### src/rtl/hnext_sched.sv
// hnext_sched: issues (h,p) tiles to the FP16 hnext adder array over a multi-timestep scan.
// Latency: read strobe same cycle as fire, add_valid_o +1, write strobe at fire+1+A_LAT.
// Backpressure: in_ready_o drops while the current tile's previous result is unwritten. Optional HNEXT_SCHED_PERF_EN adds stall/starve counters.
module hnext_sched #(
    parameter int NUM_TILES = 16,
    parameter int TILE_W    = 4,
    parameter int LEN_W     = 16,
    parameter int A_LAT     = 11
) (
    input  logic              clk,
    input  logic              rst,
    input  logic              start_i,
    input  logic [LEN_W-1:0]  seq_len_i,
    input  logic              in_valid_i,
    output logic              in_ready_o,
    output logic              st_rd_en_o,
    output logic [TILE_W-1:0] st_rd_addr_o,
    output logic              add_valid_o,
    input  logic              add_valid_i,
    output logic              st_wr_en_o,
    output logic [TILE_W-1:0] st_wr_addr_o,
    output logic              busy_o,
    output logic              step_done_o,
    output logic              done_o,
`ifdef HNEXT_SCHED_PERF_EN
    output logic [31:0]       stall_cnt_o,
    output logic [31:0]       starve_cnt_o,
`endif
    output logic              err_o
);

    typedef enum logic [1:0] {S_IDLE, S_RUN, S_DRAIN} state_t;

    localparam logic [TILE_W-1:0] LAST_TILE = TILE_W'(NUM_TILES - 1);

    state_t                       state_q, state_d;
    logic [LEN_W-1:0]             len_q, step_cnt_q, wr_step_q;
    logic [TILE_W-1:0]            tile_cnt_q, wr_cnt_q, add_tile_q;
    logic [NUM_TILES-1:0]         pending_q, pend_set, pend_clr;
    logic                         add_vld_q, zero_done_q, err_q;
    logic [A_LAT-1:0]             dly_vld_q;
    logic [A_LAT-1:0][TILE_W-1:0] dly_tile_q;

    logic              start_ok, fire, last_tile, last_step;
    logic              wr_en, wr_wrap, final_wr;
    logic [TILE_W-1:0] wr_addr;

    assign start_ok  = (state_q == S_IDLE) && start_i;
    assign in_ready_o = (state_q == S_RUN) && !pending_q[tile_cnt_q];
    assign fire      = in_valid_i && in_ready_o;
    assign last_tile = (tile_cnt_q == LAST_TILE);
    assign last_step = (step_cnt_q == len_q - LEN_W'(1));

    assign wr_en    = dly_vld_q[A_LAT-1];
    assign wr_addr  = dly_tile_q[A_LAT-1];
    assign wr_wrap  = wr_en && (wr_cnt_q == LAST_TILE);
    assign final_wr = wr_wrap && (state_q == S_DRAIN) && (wr_step_q == len_q - LEN_W'(1));

    assign pend_set = fire  ? (NUM_TILES'(1) << tile_cnt_q) : '0;
    assign pend_clr = wr_en ? (NUM_TILES'(1) << wr_addr)    : '0;

    assign st_rd_en_o   = fire;
    assign st_rd_addr_o = fire ? tile_cnt_q : '0;
    assign add_valid_o  = add_vld_q;
    assign st_wr_en_o   = wr_en;
    assign st_wr_addr_o = wr_en ? wr_addr : '0;
    assign busy_o       = (state_q == S_RUN) || (state_q == S_DRAIN);
    assign step_done_o  = wr_wrap;
    assign done_o       = final_wr || zero_done_q;
    assign err_o        = err_q;

    always_comb begin
        state_d = state_q;
        case (state_q)
            S_IDLE:  if (start_i && (seq_len_i != '0)) state_d = S_RUN;
            S_RUN:   if (fire && last_tile && last_step) state_d = S_DRAIN;
            S_DRAIN: if (final_wr) state_d = S_IDLE;
            default: state_d = S_IDLE;
        endcase
    end

    always_ff @(posedge clk) begin
        if (rst) begin
            state_q     <= S_IDLE;
            len_q       <= '0;
            step_cnt_q  <= '0;
            wr_step_q   <= '0;
            tile_cnt_q  <= '0;
            wr_cnt_q    <= '0;
            add_tile_q  <= '0;
            pending_q   <= '0;
            add_vld_q   <= 1'b0;
            zero_done_q <= 1'b0;
            err_q       <= 1'b0;
            dly_vld_q   <= '0;
            dly_tile_q  <= '0;
        end else begin
            state_q     <= state_d;
            zero_done_q <= start_ok && (seq_len_i == '0);
            add_vld_q   <= fire;
            if (fire) add_tile_q <= tile_cnt_q;
            // The internal delay line, not add_valid_i, is authoritative for writes.
            dly_vld_q   <= {dly_vld_q[A_LAT-2:0], add_vld_q};
            dly_tile_q  <= {dly_tile_q[A_LAT-2:0], add_tile_q};
            pending_q   <= (pending_q | pend_set) & ~pend_clr;
            if (add_valid_i != wr_en) err_q <= 1'b1;
            if (start_ok) begin
                len_q      <= seq_len_i;
                tile_cnt_q <= '0;
                step_cnt_q <= '0;
                wr_cnt_q   <= '0;
                wr_step_q  <= '0;
            end else begin
                if (fire) begin
                    tile_cnt_q <= last_tile ? '0 : tile_cnt_q + TILE_W'(1);
                    if (last_tile) step_cnt_q <= step_cnt_q + LEN_W'(1);
                end
                if (wr_en) begin
                    wr_cnt_q <= wr_wrap ? '0 : wr_cnt_q + TILE_W'(1);
                    if (wr_wrap) wr_step_q <= wr_step_q + LEN_W'(1);
                end
            end
        end
    end

`ifdef HNEXT_SCHED_PERF_EN
    logic [31:0] stall_cnt_q, starve_cnt_q;

    always_ff @(posedge clk) begin
        if (rst || start_ok) begin
            stall_cnt_q  <= '0;
            starve_cnt_q <= '0;
        end else if (state_q == S_RUN) begin
            if (in_valid_i && !in_ready_o && (stall_cnt_q != '1))
                stall_cnt_q <= stall_cnt_q + 32'd1;
            if (!in_valid_i && (starve_cnt_q != '1))
                starve_cnt_q <= starve_cnt_q + 32'd1;
        end
    end

    assign stall_cnt_o  = stall_cnt_q;
    assign starve_cnt_o = starve_cnt_q;
`endif

endmodule

### config.mk
export PLATFORM = sky130hd
export DESIGN_NAME = hnext_sched
export DESIGN_NICKNAME = d
export VERILOG_FILES = /design/src/rtl/hnext_sched.sv
export SDC_FILE = /design/constraint.sdc
export NUM_CORES = 1
export LEC_CHECK = 0
export ABC_AREA = 1
export CAP_MARGIN = 10
export CORE_MARGIN = 2
export CORE_UTILIZATION = 50
export CTS_CLUSTER_DIAMETER = 120
export DETAILED_ROUTE_END_ITERATION = 6
export PLACE_DENSITY = 0.75
export SYNTH_ARGS = -nofsm -noshare
export SYNTH_HDL_FRONTEND = slang
export SYNTH_SLANG_ARGS = --single-unit
export TNS_END_PERCENT = 50
### constraint.sdc
create_clock -name clk -period 2.5 [get_ports clk]
set_input_delay 0.75 -clock clk [delete_from_list [all_inputs] [get_ports clk]]
set_output_delay 0.75 -clock clk [all_outputs]
set_load 0.005 [all_outputs]
======== Word-level counts from Yosys, hierarchy flattened ========
Index checks and enable logic that the tools add are counted.
operators by class
  add/sub/neg operators ................... 5
  shift-type cells ........................ 2
  reductions and logical operators ........ 20
  $lt $le $gt $ge ......................... 1
  mux-type cells .......................... 12
  multipliers ............................. 0
  bitwise logic cells ..................... 3
  eq/ne operators ......................... 10
  divide/modulo/power cells ............... 0
operators by type and width
  kind                   count
  $add 16x1->16 const B  2
  $eq 16x16->1           2
  $mux 16                2
  $shl 1x4->16 const A   2
  $and 16x16->16         1
  $logic_not 16->1       1
  $mux 4                 4
  $not 16->16            1
  $or 16x16->16          1
  $reduce_bool 16->1     1
  $sub 16x1->16 const B  1
  $logic_and 1x1->1      10
  $add 4x1->4 const B    2
  $eq 4x4->1 const B     2
  $mux 2                 3
  $pmux 2 s3             1
  $lt 4x5->1 const B     1
  $bmux 1 s4             1
  $ne 2x1->1 const B     2
  $reduce_and 2->1       2
  $reduce_and 3->1       1
  $eq 2x1->1 const B     1
  $eq 2x2->1 const B     1
  $logic_not 2->1        1
  other kinds (6)        7
storage, ports and cells
  register bits after elaboration ......... 136
  input port bits ......................... 21
  memories ................................ 0
  bits in latches ......................... 0
  ROM bits ................................ 0
  bits in writable memories ............... 0
  logic and storage cells ................. 76

======== Longest topological paths before layout ========
Gate-level depths: netlist of run 1.
  depth after elaboration ................. 9
  gate-level depth with buffers ........... 18

======== Worst setup path before layout of run 1 ========
OpenSTA, ideal clock, no wires.
  kind .................................... flip-flop to output port
  from .................................... register len_q[0]
  to ...................................... output done_o
  slack ................................... 0.200 ns
  data arrival time ....................... 1.550 ns
  cell stages (with the launch flop) ...... 13
  required time ........................... 1.750 ns
  path through ............................ dfxtp_1 > inv_2 > ha_1 > nand2_4 > nor2_8 > nand2_1 > nand2_1 > nand2_1 > nand2_1 > nand3_1 > nor2_1 > nand3_2 > nand2_1
on the way
  cells in the longest elaborated chain, start to end .. 4
ends and longest elaborated chain
  item                    line  source
  from (decl)             37    logic [LEN_W-1:0] len_q, step_cnt_q, wr_step_q;
  from (signal assigned)  108   len_q <= seq_len_i;
  $sub 16x1->16           57    assign final_wr = wr_wrap && (state_q == S_DRAIN) && (wr_step_q == len_q - LEN_W'(1));
  $eq 16x16->1            57
  $logic_and 1x1->1       57
  $logic_or 1x1->1        69    assign done_o = final_wr || zero_done_q;
  to (decl)               24    output logic done_o,
No other way between the ends.

======== Worst setup path after layout of run 1 ========
  from .................................... register len_q[1]
  to ...................................... output done_o
Same word-level chain as after synthesis.

==> results of run 1 <==
==> where the power goes <==
part           internal [mW]  switching [mW]  leakage (nW)
clock                   1.32            1.03         0.273
combinational           1.45            1.63          2.43
sequential              2.25          0.0879          1.10
==> state kept, by name (all words and copies together) (netlist names), 2 cells and up <==
register,count
pending_q,16
add_tile_q,4
wr_cnt_q,4
state_q,2
step_cnt_q,16
len_q,16
dly_vld_q,11
wr_addr,4
dly_tile_q,40
tile_cnt_q,4
wr_step_q,16
==> how the worst min path moves through the flow <==
| stage | slack [ns] | end | start | cells past startpoint |
|---|---|---|---|---|
| 4_1_cts | 0.40 | dly_vld_q[5] | dly_vld_q[4] | 2 |
| 3_3_place_gp | 0.39 | dly_tile_q[36] | dly_tile_q[32] | 2 |
| 2_1_floorplan | 0.39 | dly_tile_q[10] | dly_tile_q[6] | 2 |
| 6_report | 0.40 | dly_vld_q[5] | dly_vld_q[4] | 2 |
| 5_1_grt | 0.41 | dly_tile_q[34] | dly_tile_q[30] | 2 |
| 3_5_place_dp | 0.39 | dly_vld_q[5] | dly_vld_q[4] | 2 |
==> cell type report <==
type | count | area (µm²)
repair buffers | 177 | 1463
well taps | 172 | 215.2
flip-flops and latches | 136 | 2739
multi-input cells | 608 | 3372
inverters | 160 | 605.6
clock buffers | 19 | 442.9
fillers | 986 | 3675
clock inverters | 13 | 107.6
==> worst max-delay path, stage by stage (launching register included) <==
cell,delay [ns]
dfxtp_2,0.35
inv_2,0.06
ha_4,0.19
nand2_8,0.11
buf_4,0.12
inv_2,0.04
nand2_2,0.09
nand2_2,0.07
nand3_2,0.06
nand2_1,0.05
nor2_1,0.10
nand2_2,0.07
nor2_2,0.09
nand3_2,0.11
nand2_2,0.10
buf_6,0.09
==> cells in the mapped netlist (all sizes together) <==
| library cell | instances | area (µm²) |
|---|---|---|
| nor3 | 19 | 110.1 |
| a211oi | 2 | 15.01 |
| nand4 | 13 | 87.58 |
| xnor3 | 2 | 45.04 |
| xor2 | 11 | 96.34 |
| or2 | 3 | 18.77 |
| clkinv | 2 | 7.510 |
| a21oi | 42 | 210.2 |
| nor4b | 1 | 8.760 |
| nand2 | 165 | 646.9 |
| clkbuf | 17 | 63.81 |
| a31oi | 9 | 56.30 |
| nand3 | 98 | 505.5 |
| a22o | 3 | 26.28 |
| inv | 158 | 593.1 |
| nor2 | 160 | 690.7 |
| dfxtp | 136 | 2723 |
| ha | 14 | 175.2 |
| and2 | 1 | 6.260 |
| nand3b | 3 | 22.52 |
| nor4 | 6 | 37.54 |
| o21ai | 56 | 280.3 |
| buf | 8 | 37.54 |
==> repair_timing <==
action | CTS | global route
gates cloned | 1 | 0
setup buffers | 22 | 10
pin swaps | 24 | 61
hold buffers | 0 | 0
gates resized for setup | 78 | 81
setup endpoints to repair | 10 | 11
==> through the flow <==
stage                     cells  power, mW  cell area (µm²)  utilization  TNS (ns)
after floorplan             929      3.694             6464            -         0
after global placement     1227      4.733             7809       0.6188    -2.482
after detailed placement   1227      4.750             7809       0.6188    -2.793
after CTS                  1282      7.349             8667       0.6868    -2.086
after global routing       1285      8.158             8945       0.7088    -2.044
final                      1285      7.774             8945       0.7088    -1.460
==> layer usage <==
layer / part of all wire / wire (µm) / vias up
met2: 0.49 / 8961 / 258
met1: 0.42 / 7581 / 3037
met4: 0.028 / 507 / 0
li1: - / - / 3281
met3: 0.066 / 1214 / 46
met5: 0 / 0 / -
==> logic make-up after synthesis <==
logic type | Yosys count | share of synthesized area
compound gates | 112 | 0.09098
fa+ha+maj | 14 | 0.02710
simple gates | 469 | 0.3302
buf+inv | 185 | 0.1086
flops | 136 | 0.4212
xor+xnor | 13 | 0.02187
==> results.cfg, run 1 <==
[worst_setup_path]
critPathMaxFanout = 4
rr_worst_depth = 19
timing.rr.start = len_q[3]
rrSetupSlack_ns = 0.18
worstSetupStartpointType = flop
endpoint_kind = primary output
required_ns = 1.75
critPathArrivalTime_ns = 2.14
startpoint = len_q[1]
worstSetupEndpoint = done_o
reg2reg_to = state_q[0]
critPathKind = reg2out

[final_layout]
syn_to_final_growth_pct = 38.39
antenna_cells = 0
most-common-layout-cells = 147 x inv_1, 130 x nor2_1, 129 x dfxtp_1
final_common_cell = inv_1
drive_gt1_frac = 0.2686
nNetsFinal = 1135

[outcome]
violations = negative setup slack
status = finished with violations

[grt]
grtUsageMet2 = 0.4426
grt_use_total = 0.2583
grt_overflow = 0
grt_pass1_wl_mm = 29.01
grt_use_met1 = 0.3142
busiest_layer = met2
antenna_found_initial = 0
use_met3 = 0.06153
grt_max_degree = 38
grt_pass1_vias = 6301

[place]
place_ws_ns = -0.4615
port_buffers = 36
place_hpwl_mm = 11.92
gp_congestion = 0.8882

[clocking]
cts.reportedPaths.clkPinSlew_ns = 0.06
cts_buffers = 17
clockRootBuffer = clkbuf_16
cts_buffer_depth = 2
clk_latency_ns = 0.42
htree_levels = 4
cts_tree = built
cts_sinks = 136

[logic_synthesis]
synth_cell_types = 35
avgSynthCellArea_um2 = 6.958
synthCells = 929
synth-seq-area-share = 0.4212
syn_area_mm2 = 0.006464
ys_ff_latch = 136
yosysWarnings = 0
syn_nets = 964

[sta]
slew-limit-headroom = 0.6835
worst_pin_slew_ns = 0.4712
post-route-period-util = 1.156
max_freq_mhz = 346.1
finalHoldViolations = 0
period_needed_ns = 2.890
rsz0062_at_grt = true
fin_skew_ns = 0.01254
setup_ws_ns = -0.3897
final-setup-viol-count = 7
hold_ws_ns = 0.4014
slew_viol_final = 0

[route]
ant_nets = 0
vias = 6622
vias_per_cell = 5.153
routedWlPerCell_um = 14.21
drc_errors = 0
firstDrtPassIters = 6
wirelength_mm = 18.26
first_iter_violations = 496

[die]
dieArea_mm2 = 0.01385
rows = 41
die_x_um = 117.7
die_h_um = 117.7
core_area_mm2 = 0.01262
initial_core_util = 0.5122
ios = 37

[power_and_ir_drop]
leakage_nw = 3.800
p_per_area_mw_per_mm2 = 869.1
ir_worst_vdd_mv = 0.6980

[run]
maxCapViolations = 0

[worst_hold_path]
holdCritPathClass = reg2reg
(Power assumes the default switching activity.)
==> inputs of run 2 (changes only) <==
- CELL_PAD_IN_SITES_DETAIL_PLACEMENT: not set -> 0
- CELL_PAD_IN_SITES_GLOBAL_PLACEMENT: not set -> 1
- CORE_MARGIN: 2 -> 1
- CORE_UTILIZATION: 50 -> 43
- PLACE_DENSITY: 0.75 -> 0.85
==> run 2 against run 1 <==
- the run still ends with negative setup slack left
- register-to-register slack barely moved
- setup slack improved by 0.043 ns
- critical path depth did not move
- routed wire length fell by 6.3%
- count of clock-buffer cells in the layout fell by 1
- maximum frequency rose by 1.5%
- power fell by 0.86%
==> results.cfg, run 2 (same netlist as run 1, synthesis figures left out) <==
[grt]
grt_pass1_wl_mm = 28.56
grt_use_total = 0.2313
grt_pass1_vias = 6003
antenna_found_initial = 0
grt_use_met1 = 0.2861
grt_overflow = 0
busiest_layer = met2
use_met3 = 0.05412
grt_max_degree = 58
grtUsageMet2 = 0.3919

[route]
vias_per_cell = 4.732
first_iter_violations = 243
ant_nets = 0
firstDrtPassIters = 5
drc_errors = 0
wirelength_mm = 17.12
vias = 6156
routedWlPerCell_um = 13.16

[worst_setup_path]
timing.rr.start = tile_cnt_q[0]
required_ns = 1.75
rrSetupSlack_ns = 0.17
rr_worst_depth = 12
endpoint_kind = primary output
startpoint = len_q[1]
reg2reg_to = step_cnt_q[7]
critPathMaxFanout = 4
worstSetupStartpointType = flop
critPathKind = reg2out
critPathArrivalTime_ns = 2.10

[sta]
worst_pin_slew_ns = 0.5697
period_needed_ns = 2.846
final-setup-viol-count = 7
slew-limit-headroom = 0.6198
rsz0062_at_grt = true
slew_viol_final = 0
max_freq_mhz = 351.3
post-route-period-util = 1.139
fin_skew_ns = 0.009256
setup_ws_ns = -0.3463
finalHoldViolations = 0

[worst_hold_path]
hold-path-endpoint = dly_tile_q[32]
holdCritPathClass = reg2reg
worstHoldPathCells = 2
worstHoldStart = dly_tile_q[28]

[clocking]
cts_sinks = 136
htree_levels = 4
clk_latency_ns = 0.43
cts_buffers = 17
cts_buffer_depth = 2
cts.reportedPaths.clkPinSlew_ns = 0.06
cts_tree = built
clockRootBuffer = clkbuf_16

[final_layout]
fin_area_mm2 = 0.008905
fin_util = 0.6104
largest_reg_flops = 40
n_fill_cell = 1344
largest-register = dly_tile_q
drive_gt1_frac = 0.2578
most-common-layout-cells = 146 x inv_1, 138 x nand2_1, 133 x buf_4
antenna_cells = 0
syn_to_final_growth_pct = 37.77
final_common_cell = inv_1
nNetsFinal = 1139

[die]
core_area_mm2 = 0.01459
dieArea_mm2 = 0.01553
die_x_um = 124.6
rows = 44
die_h_um = 124.6
initial_core_util = 0.4431
ios = 37

[power_and_ir_drop]
ir_worst_vdd_mv = 0.6868
leakage_nw = 3.761
p_per_area_mw_per_mm2 = 865.6

[place]
place_hpwl_mm = 12.17
port_buffers = 36
gp_congestion = 0.8571
place_ws_ns = -0.4792
dpl-instance-area_mm2 = 0.007956

[run]
maxCapViolations = 0

[outcome]
violations = negative setup slack
status = finished with violations
[run 2: per-layer routing]
layer / vias to the layer above / wire [µm]
met5: - / 0
met4: 0 / 296
met3: 21 / 692
met2: 89 / 8088
met1: 2758 / 8040
li1: 3288 / -
[run 2: worst max-delay path by stage]
stage | end | slack (ns) | depth (start not counted)
6_report | done_o | -0.35 | 15
5_1_grt | done_o | -0.51 | 15
3_5_place_dp | done_o | -0.48 | 15
4_1_cts | done_o | -0.37 | 13
3_3_place_gp | done_o | -0.43 | 15
2_1_floorplan | done_o | 0.20 | 12
[run 2: final cells by class]
class / instances / area [µm²] / area share
Tap cell: 184 / 230.2 / 0.02585
Sequential cell: 136 / 2735 / 0.3072
Inverter: 160 / 608.1 / 0.06829
Timing Repair Buffer: 181 / 1484 / 0.1666
Clock inverter: 14 / 156.4 / 0.01756
Multi-Input combinational cell: 608 / 3262 / 0.3663
Clock buffer: 18 / 429.2 / 0.04819
[run 2: timing repair]
item	CTS	global route
gates cloned	1	0
buffers inserted	9	4
gates resized for setup	74	53
hold buffers	0	0
endpoints found under the setup margin	9	9
pin swaps	17	35
endpoints found under the hold margin	0	0
[run 2: where the power goes]
part	switching [mW]	total, mW	leakage, nW	internal [mW]
Sequential	0.0871	2.34	1.10	2.25
Clock	1.10	2.52	0.287	1.42
Combinational	1.48	2.85	2.37	1.38
[run 2: through the flow]
step | hold slack (ns) | std cells | setup TNS, ns | power, mW
finish | 0.4002 | 1301 | -0.8196 | 7.708
global route | 0.4153 | 1301 | -1.671 | 8.170
CTS | 0.3999 | 1297 | -0.9621 | 7.567
detailed placement | 0.3917 | 1255 | -2.495 | 4.846
global placement | 0.3880 | 1255 | -2.447 | 4.831
floorplan | 0.3883 | 929 | 0 | 3.694
[run 2: critical path: stages, from the launching register on]
cell and delay [ns]:
dfxtp_2 0.33, inv_2 0.08, ha_4 0.17, inv_2 0.04, nand2_2 0.08, nand2_2 0.07
nand2_2 0.08, nand3_2 0.08, nor2_2 0.11, nand2_1 0.07, nor2_2 0.13, nand2_2 0.08
nor2_4 0.09, nand3_2 0.10, nand2_1 0.07, buf_2 0.11
